## config.mk

```make
export PLATFORM = sky130hd
export DESIGN_NAME = wide_add_seq
export DESIGN_NICKNAME = d
export VERILOG_FILES = /design/src/rtl/wide_add_pkg.sv /design/src/rtl/wide_add_seq_fa32.sv /design/src/rtl/wide_add_seq.sv
export SDC_FILE = /design/constraint.sdc
export NUM_CORES = 1
export LEC_CHECK = 0
export ABC_AREA = 1
export CORE_MARGIN = 5
export CORE_UTILIZATION = 60
export DETAILED_ROUTE_END_ITERATION = 10
export DONT_BUFFER_PORTS = 1
export GPL_ROUTABILITY_DRIVEN = 0
export GPL_TIMING_DRIVEN = 0
export PLACE_DENSITY_LB_ADDON = 0.12
export REMOVE_ABC_BUFFERS = 1
export SYNTH_ARGS = -nofsm -noshare
export SYNTH_HDL_FRONTEND = slang
export SYNTH_SLANG_ARGS = --single-unit
```

## constraint.sdc

```tcl
create_clock -name clk -period 2.5 [get_ports clk]
set_input_delay 0.5 -clock clk [delete_from_list [all_inputs] [get_ports clk]]
set_output_delay 0.5 -clock clk [all_outputs]
set_load 0.02 [all_outputs]
```

## src/rtl/wide_add_pkg.sv

```systemverilog
// Shared types and constants for the limb-serial wide adder.
package wide_add_pkg;

    localparam int unsigned LIMB_W = 32;

    typedef enum logic [1:0] {
        IDLE,
        RUN,
        DONE
    } wa_state_t;

endpackage

```

## src/rtl/wide_add_seq_fa32.sv

```systemverilog
// 32-bit full adder used as the per-limb datapath of wide_add_seq.
module FullAdder32 (
    input  logic [31:0] a,
    input  logic [31:0] b,
    input  logic        cin,
    output logic [31:0] sum,
    output logic        cout
);

    assign {cout, sum} = 33'(a) + 33'(b) + 33'(cin);

endmodule

```

## src/rtl/wide_add_seq.sv

```systemverilog
// Arbitrary-width adder: streams a LIMBS x 32-bit operand pair through one
// FullAdder32, least-significant limb first, with the carry registered between limbs.
module wide_add_seq
    import wide_add_pkg::*;
#(
    parameter int unsigned LIMBS = 4
) (
    input  logic                    clk,
    input  logic                    rst_n,
    input  logic                    in_valid,
    output logic                    in_ready,
    input  logic [LIMB_W*LIMBS-1:0] a,
    input  logic [LIMB_W*LIMBS-1:0] b,
    input  logic                    cin,
    output logic                    out_valid,
    input  logic                    out_ready,
    output logic [LIMB_W*LIMBS-1:0] sum,
    output logic                    cout,
    output logic                    busy
);

    localparam int unsigned W     = LIMB_W * LIMBS;
    localparam int unsigned CNT_W = $clog2(LIMBS);

    wa_state_t          state_q, state_d;
    logic [W-1:0]       op_a_q, op_a_d;
    logic [W-1:0]       op_b_q, op_b_d;
    logic [W-1:0]       sum_q, sum_d;
    logic [CNT_W-1:0]   cnt_q, cnt_d;
    logic               carry_q, carry_d;
    logic               cout_q, cout_d;
    logic               out_valid_q, out_valid_d;

    logic               accept;
    logic               last_limb;
    logic [LIMB_W-1:0]  fa_sum;
    logic               fa_cout;

    // in_ready is the only input-to-output combinational path (via out_ready).
    assign in_ready  = (state_q == IDLE) || ((state_q == DONE) && out_ready);
    assign accept    = in_valid && in_ready;
    assign last_limb = (cnt_q == CNT_W'(LIMBS - 1));

    assign busy      = (state_q == RUN);
    assign out_valid = out_valid_q;
    assign sum       = sum_q;
    assign cout      = cout_q;

    FullAdder32 u_fa (
        .a    (op_a_q[LIMB_W-1:0]),
        .b    (op_b_q[LIMB_W-1:0]),
        .cin  (carry_q),
        .sum  (fa_sum),
        .cout (fa_cout)
    );

    // State register.
    always_ff @(posedge clk or negedge rst_n) begin
        if (!rst_n) begin
            state_q <= IDLE;
        end else begin
            state_q <= state_d;
        end
    end

    // Next-state logic; DONE goes straight to RUN when a new pair is taken.
    always_comb begin
        state_d = state_q;
        case (state_q)
            IDLE: begin
                if (accept) begin
                    state_d = RUN;
                end
            end
            RUN: begin
                if (last_limb) begin
                    state_d = DONE;
                end
            end
            DONE: begin
                if (out_ready) begin
                    state_d = accept ? RUN : IDLE;
                end
            end
            default: state_d = IDLE;
        endcase
    end

    // Datapath and output next-values.
    always_comb begin
        op_a_d      = op_a_q;
        op_b_d      = op_b_q;
        sum_d       = sum_q;
        cnt_d       = cnt_q;
        carry_d     = carry_q;
        cout_d      = cout_q;
        out_valid_d = out_valid_q;

        case (state_q)
            RUN: begin
                for (int k = 0; k < int'(LIMBS); k++) begin
                    if (cnt_q == CNT_W'(k)) begin
                        sum_d[k*LIMB_W +: LIMB_W] = fa_sum;
                    end
                end
                carry_d = fa_cout;
                op_a_d  = op_a_q >> LIMB_W;
                op_b_d  = op_b_q >> LIMB_W;
                cnt_d   = cnt_q + CNT_W'(1);
                if (last_limb) begin
                    out_valid_d = 1'b1;
                    cout_d      = fa_cout;
                end
            end
            DONE: begin
                if (out_ready) begin
                    out_valid_d = 1'b0;
                end
            end
            default: ;
        endcase

        if (accept) begin
            op_a_d  = a;
            op_b_d  = b;
            carry_d = cin;
            cnt_d   = '0;
        end
    end

    // Datapath and output registers.
    always_ff @(posedge clk or negedge rst_n) begin
        if (!rst_n) begin
            op_a_q      <= '0;
            op_b_q      <= '0;
            sum_q       <= '0;
            cnt_q       <= '0;
            carry_q     <= 1'b0;
            cout_q      <= 1'b0;
            out_valid_q <= 1'b0;
        end else begin
            op_a_q      <= op_a_d;
            op_b_q      <= op_b_d;
            sum_q       <= sum_d;
            cnt_q       <= cnt_d;
            carry_q     <= carry_d;
            cout_q      <= cout_d;
            out_valid_q <= out_valid_d;
        end
    end

endmodule

```

==> impl_metrics.py, run 1 <==
metrics = {
    "clocking": {
        "clk_pin_slew_ns": 0.06,
        "cts_buffer_depth": 3,
        "cts_tree": "done",
        "root_buffer": "clkbuf_16",
        "htree_levels": 2,
        "cts_buffers": 41,
        "clkLatencyLatePin_ns": 0.52,
        "cts.sinks": 391,
    },
    "synth": {
        "synth-async-reset-ratio_pct": 100,
        "synth_cells": 2117,
        "ys.flop_type": "dfrtp_1",
        "synth_seq_cells": 391,
        "synth_area_leaders": "dfrtp_1, nand2_1, o211ai_1, inv_1, nand3_1",
        "yosysTopAreaCellShare_pct": 54.4,
        "synth_top_area_cell": "dfrtp_1",
        "synth_area_um2": 18000,
        "synth.most_common_cell": "nand2_1",
        "ys_seq_area_share_pct": 54.4,
        "synth_edf_count": 0,
        "yosysUniqueCellTypes": 29,
        "avgSynthCellArea_um2": 8.50,
        "synth_commonest_cells": "nand2_1, dfrtp_1, inv_1, o211ai_1, nand3_1",
        "ys_warn_count": 0,
    },
    "timing": {
        "hold_ws_ns": -0.325,
        "slew_viol_final": 0,
        "hold_viol_final": 311,
        "fmax_mhz": 412,
        "min_period_over_period_pct": 97.2,
        "setup_ws_ns": 0.0704,
        "setup_viol": 0,
        "maxSlewHeadroom_pct": 1.17,
        "min_period_ns": 2.43,
        "fin_skew_ns": 0.0114,
        "tightest_slew_ns": 1.48,
    },
    "floorplanning": {
        "io-pin-count": 393,
        "fp.dieW_um": 183,
        "core_area_um2": 29600,
        "start_util_pct": 60.7,
        "rows": 63,
        "die_h_um": 183,
        "die-area_um2": 33600,
    },
    "placement": {
        "placed_area_um2": 18200,
        "pre_cts_ws_ns": -0.986,
        "place_hpwl_mm": 33.3,
        "io_buffers": 0,
    },
    "power": {
        "power.density_nw_per_um2": 1670,
        "finalPower_mw": 33.3,
        "ir_drop_uv": 914,
        "p_leak_nw": 9.89,
    },
    "route": {
        "vias": 14700,
        "via_per_inst": 5.88,
        "dr.first_iter.drc_count": 1382,
        "first_pass_iters": 7,
        "post-route-drc-count": 0,
        "wl_per_cell_um": 21.0,
        "ant_nets": 0,
        "drt-total-wl_mm": 52.5,
    },
    "finish": {
        "final_nets": 2378,
        "fillCellCount": 2408,
        "drive_gt1_share_pct": 5.22,
        "syn_to_final_growth_pct": 10.8,
        "diodes": 0,
        "seqCellArea_um2": 9790,
        "fin_area_um2": 19900,
        "multi_input_area_um2": 7150,
        "fin_util_pct": 67.2,
    },
    "global_route": {
        "grt_antenna_before_repair": 1,
        "grtUsageTotal_pct": 30.2,
        "grt_pass1_vias": 14600,
        "grt_pass1_wl_mm": 80.8,
        "overflow": 0,
        "grt_start_max_net_pins": 392,
    },
    "run_status": {
        "violations": "negative hold slack",
        "outcome": "complete, but fails checks",
    },
    "worst_setup_path": {
        "startpoint_type": "flop",
        "cp.required_ns": 2.96,
        "crit_arrival_ns": 2.89,
        "critPathKind": "reg -> reg",
        "endpoint_kind": "flop",
        "cp_max_fo": 4,
    },
    "job": {
        "drv_cap": 0,
    },
    "worst_hold_path": {
        "hold_class": "in -> async",
    },
}
registers in the layout, indices dropped and copies added, names as in the netlist:
signal	count
out_valid	1
cout	1
op_b_q	128
state_q	2
carry_q	1
sum	128
cnt_q	2
op_a_q	128
layout make-up:
| type | count | area share, % |
|---|---|---|
| Multi-Input combinational cell | 1432 | 35.9 |
| Timing Repair inverter | 4 | 0.170 |
| Inverter | 196 | 4.01 |
| Clock inverter | 9 | 0.672 |
| Timing Repair Buffer | 14 | 1.61 |
| Clock buffer | 62 | 6.10 |
| Tap cell | 390 | 2.45 |
| Sequential cell | 391 | 49.1 |
final timing paths:
kind | from | endpoint | slack (ns) | cells after the start
worst max register to register | op_a_q[0] | sum[84] | 0.07 | 11
worst max-delay path | op_a_q[0] | sum[84] | 0.07 | 11
min in group clk | a[84] | op_a_q[84] | 0.11 | 2
max in group asynchronous | rst_n | op_a_q[57] | 1.63 | 0
worst min-delay path | rst_n | sum[25] | -0.32 | 0
worst min register to register | op_a_q[73] | op_a_q[73] | 0.48 | 2
timing repair:
action	4_1_cts	5_1_grt
endpoints found under the setup margin	363	144
hold endpoints to repair	391	391
gates resized for setup	32	5
pin swaps	3	2
buffers inserted	3	0
gates cloned	10	2
cells by family after synthesis:
kind of cell    count (synthesis)  synth area share [%]
compound gates                309                  12.3
xor+xnor                       14                 0.681
buf+inv                       298                  6.60
simple gates                 1068                  23.4
flops                         391                  54.4
fa+ha+maj                      37                  2.66
critical path: stages (launching register included):
cell and delay (ns):
dfrtp_1 0.40, fa_2 0.44, fa_2 0.40, nand3_1 0.17, nand3_4 0.13, nand3_1 0.11, nand3_2 0.13, nand3_1 0.15
nand2_1 0.06, nand2_1 0.15, nand3_1 0.14, nand2_1 0.09
per-layer routing:
layer	GRT usage (%)	vias to the layer above	wire length [um]
met5	0	-	13
met2	46.8	691	23900
met3	9.02	90	5490
li1	-	6814	-
met1	42.1	7100	21700
met4	7.96	2	1380
cell usage in the layout (no fill, tap or decap), types with 3 or more instances in the layout:
cell type,instances
clkbuf_1,10
o21ai_0,64
a21oi_1,22
xor2_1,3
clkinvlp_4,7
a32o_1,23
clkbuf_8,11
nor2_1,46
nand3b_1,4
nand3_1,125
bufinv_16,3
o211ai_1,129
dfrtp_1,389
a22o_1,31
buf_16,8
buf_4,3
clkbuf_16,42
ha_1,35
nand4_1,3
a22oi_1,34
nand2_1,873
inv_1,188
nor3_1,5
nand2_4,4
xnor2_1,9
power by group:
group          leakage (nW)  total (mW)  internal (mW)  switching (mW)
combinational          4.29        14.7           4.80            9.93
sequential             4.94        12.4           9.30            3.14
clock                 0.660        6.11           3.66            2.45
total                  9.89        33.3           17.8            15.5
per-stage QoR:
step	TNS, ns	hold slack [ns]	cells
CTS	0	-0.334	2496
floorplan	-776.78	0.204	2015
detailed placement	-245.61	0.215	2412
global placement	-2043.35	0.213	2405
finish	0	-0.325	2498
global route	-0.00212	-0.339	2498
Note: power is estimated with default switching activity, not from simulation.
==> run 2: changes to the inputs <==
--- a/config.mk
+++ b/config.mk
@@ -13,6 +13,7 @@
 export GPL_ROUTABILITY_DRIVEN = 0
 export GPL_TIMING_DRIVEN = 0
 export PLACE_DENSITY_LB_ADDON = 0.12
+export RECOVER_POWER = 50
 export REMOVE_ABC_BUFFERS = 1
 export SYNTH_ARGS = -nofsm -noshare
 export SYNTH_HDL_FRONTEND = slang
==> results of run 2 <==
Final layout, timing and power as in run 1 (identical DEF).
==> run 3: changes to the inputs <==
--- a/config.mk
+++ b/config.mk
@@ -5,7 +5,6 @@
 export SDC_FILE = /design/constraint.sdc
 export NUM_CORES = 1
 export LEC_CHECK = 0
-export ABC_AREA = 1
 export CORE_MARGIN = 5
 export CORE_UTILIZATION = 60
 export DETAILED_ROUTE_END_ITERATION = 10
==> impl_metrics.py, run 3 <==
metrics = {
    "synth": {
        "synth_cells": 1815,
        "synth-async-reset-ratio_pct": 100,
        "synth_seq_cells": 391,
        "synthAdderAreaFrac_pct": 2.80,
        "synth_top_area_cell": "dfrtp_1",
        "synthMuxAreaShare_pct": 0.711,
        "synthXorXnorAreaFrac_pct": 1.17,
        "ys_seq_area_share_pct": 57.3,
        "synth_compound_area_share_pct": 18.3,
        "yosys.area_share.simple_pct": 16.8,
        "synth_commonest_cells": "nand2_1, dfrtp_1, a22oi_1, o21ai_0, clkbuf_1",
        "synth_edf_count": 0,
        "synth_top_family_by_area": "compound AO/OA/AOI/OAI gates",
        "synth_area_um2": 17100,
        "yosysTopAreaCellShare_pct": 57.3,
        "synth.most_common_cell": "nand2_1",
        "synth_area_leaders": "dfrtp_1, nand2_1, a22oi_1, o21ai_0, ha_1",
        "avgSynthCellArea_um2": 9.41,
        "ys_warn_count": 0,
        "yosysUniqueCellTypes": 52,
        "ys.flop_type": "dfrtp_1",
    },
    "worst_setup_path": {
        "startpoint_type": "flop",
        "cp_max_fo": 4,
        "crit_arrival_ns": 3.58,
        "endpoint_kind": "flop",
        "cp.required_ns": 2.90,
        "critPathKind": "reg -> reg",
    },
    "timing": {
        "setup_ws_ns": -0.676,
        "tightest_slew_ns": 0.595,
        "setup_viol": 105,
        "hold_viol_final": 391,
        "fmax_mhz": 315,
        "rsz0062_at_grt": "true",
        "hold_ws_ns": -0.318,
        "maxSlewHeadroom_pct": 60.3,
        "min_period_over_period_pct": 127,
        "min_period_ns": 3.18,
        "fin_skew_ns": 0.0148,
        "slew_viol_final": 0,
    },
    "global_route": {
        "grt_start_max_net_pins": 392,
        "grt_pass1_vias": 13200,
        "grt_util_met2_pct": 45.2,
        "gr-usage-met3_pct": 8.73,
        "grt-busiest-layer": "met2",
        "grt_pass1_wl_mm": 73.4,
        "grt_use_met1_pct": 39.4,
        "grt_antenna_before_repair": 0,
        "grtUsageTotal_pct": 29.0,
        "overflow": 0,
    },
    "power": {
        "p_clk_share_pct": 16.8,
        "power_switching_mw": 16.1,
        "pwr-share-seq_pct": 34.7,
        "p_leak_nw": 9.55,
        "finalPower_mw": 35.6,
        "p_int_mw": 19.4,
        "p_comb_share_pct": 48.5,
        "power.density_nw_per_um2": 1760,
        "ir_drop_uv": 808,
        "sw_frac_of_total_pct": 45.4,
    },
    "placement": {
        "placed_area_um2": 17400,
        "io_buffers": 0,
        "place_hpwl_mm": 29.4,
        "pre_cts_ws_ns": -1.07,
        "placed_cells": 2090,
    },
    "floorplanning": {
        "rows": 61,
        "io-pin-count": 393,
        "die-area_um2": 31900,
        "start_util_pct": 61.1,
        "fp.dieW_um": 179,
        "core_area_um2": 27900,
        "die_h_um": 179,
    },
    "finish": {
        "final_cell_mix": "nand2_1, dfrtp_1, a22oi_1",
        "fin_cells": 2211,
        "drive_gt1_share_pct": 14.2,
        "syn_to_final_growth_pct": 18.1,
        "fillCellCount": 2080,
        "final_nets": 2103,
        "diodes": 0,
        "fin_util_pct": 72.2,
        "fin_area_um2": 20200,
        "final_common_cell": "nand2_1",
    },
    "route": {
        "ant_nets": 0,
        "dr.first_iter.drc_count": 1224,
        "via_per_inst": 6.05,
        "drt-total-wl_mm": 47.6,
        "wl_per_cell_um": 21.5,
        "vias": 13400,
        "first_pass_iters": 6,
        "post-route-drc-count": 0,
    },
    "clocking": {
        "clkLatencyLatePin_ns": 0.52,
        "cts_buffers": 40,
        "cts.sinks": 391,
        "clk_pin_slew_ns": 0.06,
        "htree_levels": 2,
        "cts_tree": "done",
        "cts_buffer_depth": 3,
        "root_buffer": "clkbuf_16",
    },
    "run_status": {
        "violations": "negative hold slack, negative setup slack",
        "outcome": "complete, but fails checks",
    },
    "worst_hold_path": {
        "hold_class": "in -> async",
    },
    "job": {
        "drv_cap": 0,
    },
}
[run 3: changes by cell type after synthesis, moves of 13 or more]
cell,change
a21o_1,+13
inv_1,-177
a22o_1,-31
nand2_1,-211
a22oi_1,+159
nor2_1,-24
a32o_1,-23
o21ai_0,+124
nand3_1,-114
buf_2,-55
clkbuf_1,+69
o211ai_1,-124
[run 3: cells by family after synthesis]
logic type               Yosys count
flip-flops                       391
AO/OA/AOI/OAI                    488
buffers and inverters            132
AND/OR/NAND/NOR                  734
adder cells (fa/ha/maj)           37
XOR/XNOR                          22
multiplexers                      11
[run 3: final timing paths]
path	start	endpoint	slack, ns	depth (start not counted)
max	carry_q	sum[94]	-0.68	11
min	rst_n	op_a_q[65]	-0.32	0
max reg2reg	carry_q	sum[94]	-0.68	11
min reg2reg	op_a_q[51]	op_a_q[51]	0.47	2
max in group asynchronous	rst_n	op_a_q[60]	2.43	0
min in group clk	out_ready	state_q[1]	0.09	1
[run 3: critical path, cell delays in order, from the launching register on]
cell and delay [ns]:
dfrtp_1 0.41, fa_2 0.41, fa_2 0.36, a21o_1 0.19, a31o_1 0.22, and4_4 0.19
or4_4 0.49, a21oi_4 0.28, nor2_2 0.08, a311oi_2 0.18, buf_4 0.18, o21ai_1 0.07
[run 3: power groups by stage]
stage	registers [mW]	logic [mW]	clock network, mW
5_1_grt	12.7	18.8	6.34
3_3_place_gp	11.9	9.79	0
4_1_cts	12.3	15.6	6.05
3_5_place_dp	12.4	12.7	0
2_1_floorplan	11.8	8.34	0
6_report	12.4	17.2	5.98
[run 3: area by class of cell]
cell class              instances  area (um2)  share of cell area, %
clock inverters                 9        97.6                  0.484
flip-flops and latches        391        9790                   48.5
well taps                     378         473                   2.35
clock buffers                  61        1220                   6.06
multi-input cells            1297        7770                   38.5
inverters                      16        87.6                  0.434
repair buffers                 59         734                   3.64
[run 3: routing by layer]
metal  vias to the layer above  part of all wire [%]
li1                       6223                     -
met1                      6583                    40
met2                       492                    47
met3                        88                   9.5
met4                         0                   3.3
met5                         -                     0
[run 3: repair_timing]
action | CTS | global route
endpoints found under the setup margin | 348 | 165
hold endpoints to repair | 391 | 391
pin swaps | 73 | 52
setup buffers | 30 | 19
gates resized for setup | 170 | 99
cloned | 5 | 0
[run 3: per-stage QoR]
step                 TNS, ns  hold WS, ns
CTS                   -26.89       -0.331
global placement    -7437.35        0.215
global route          -42.18       -0.333
finish                -29.31       -0.318
floorplan           -3652.53        0.204
detailed placement   -248.24        0.216
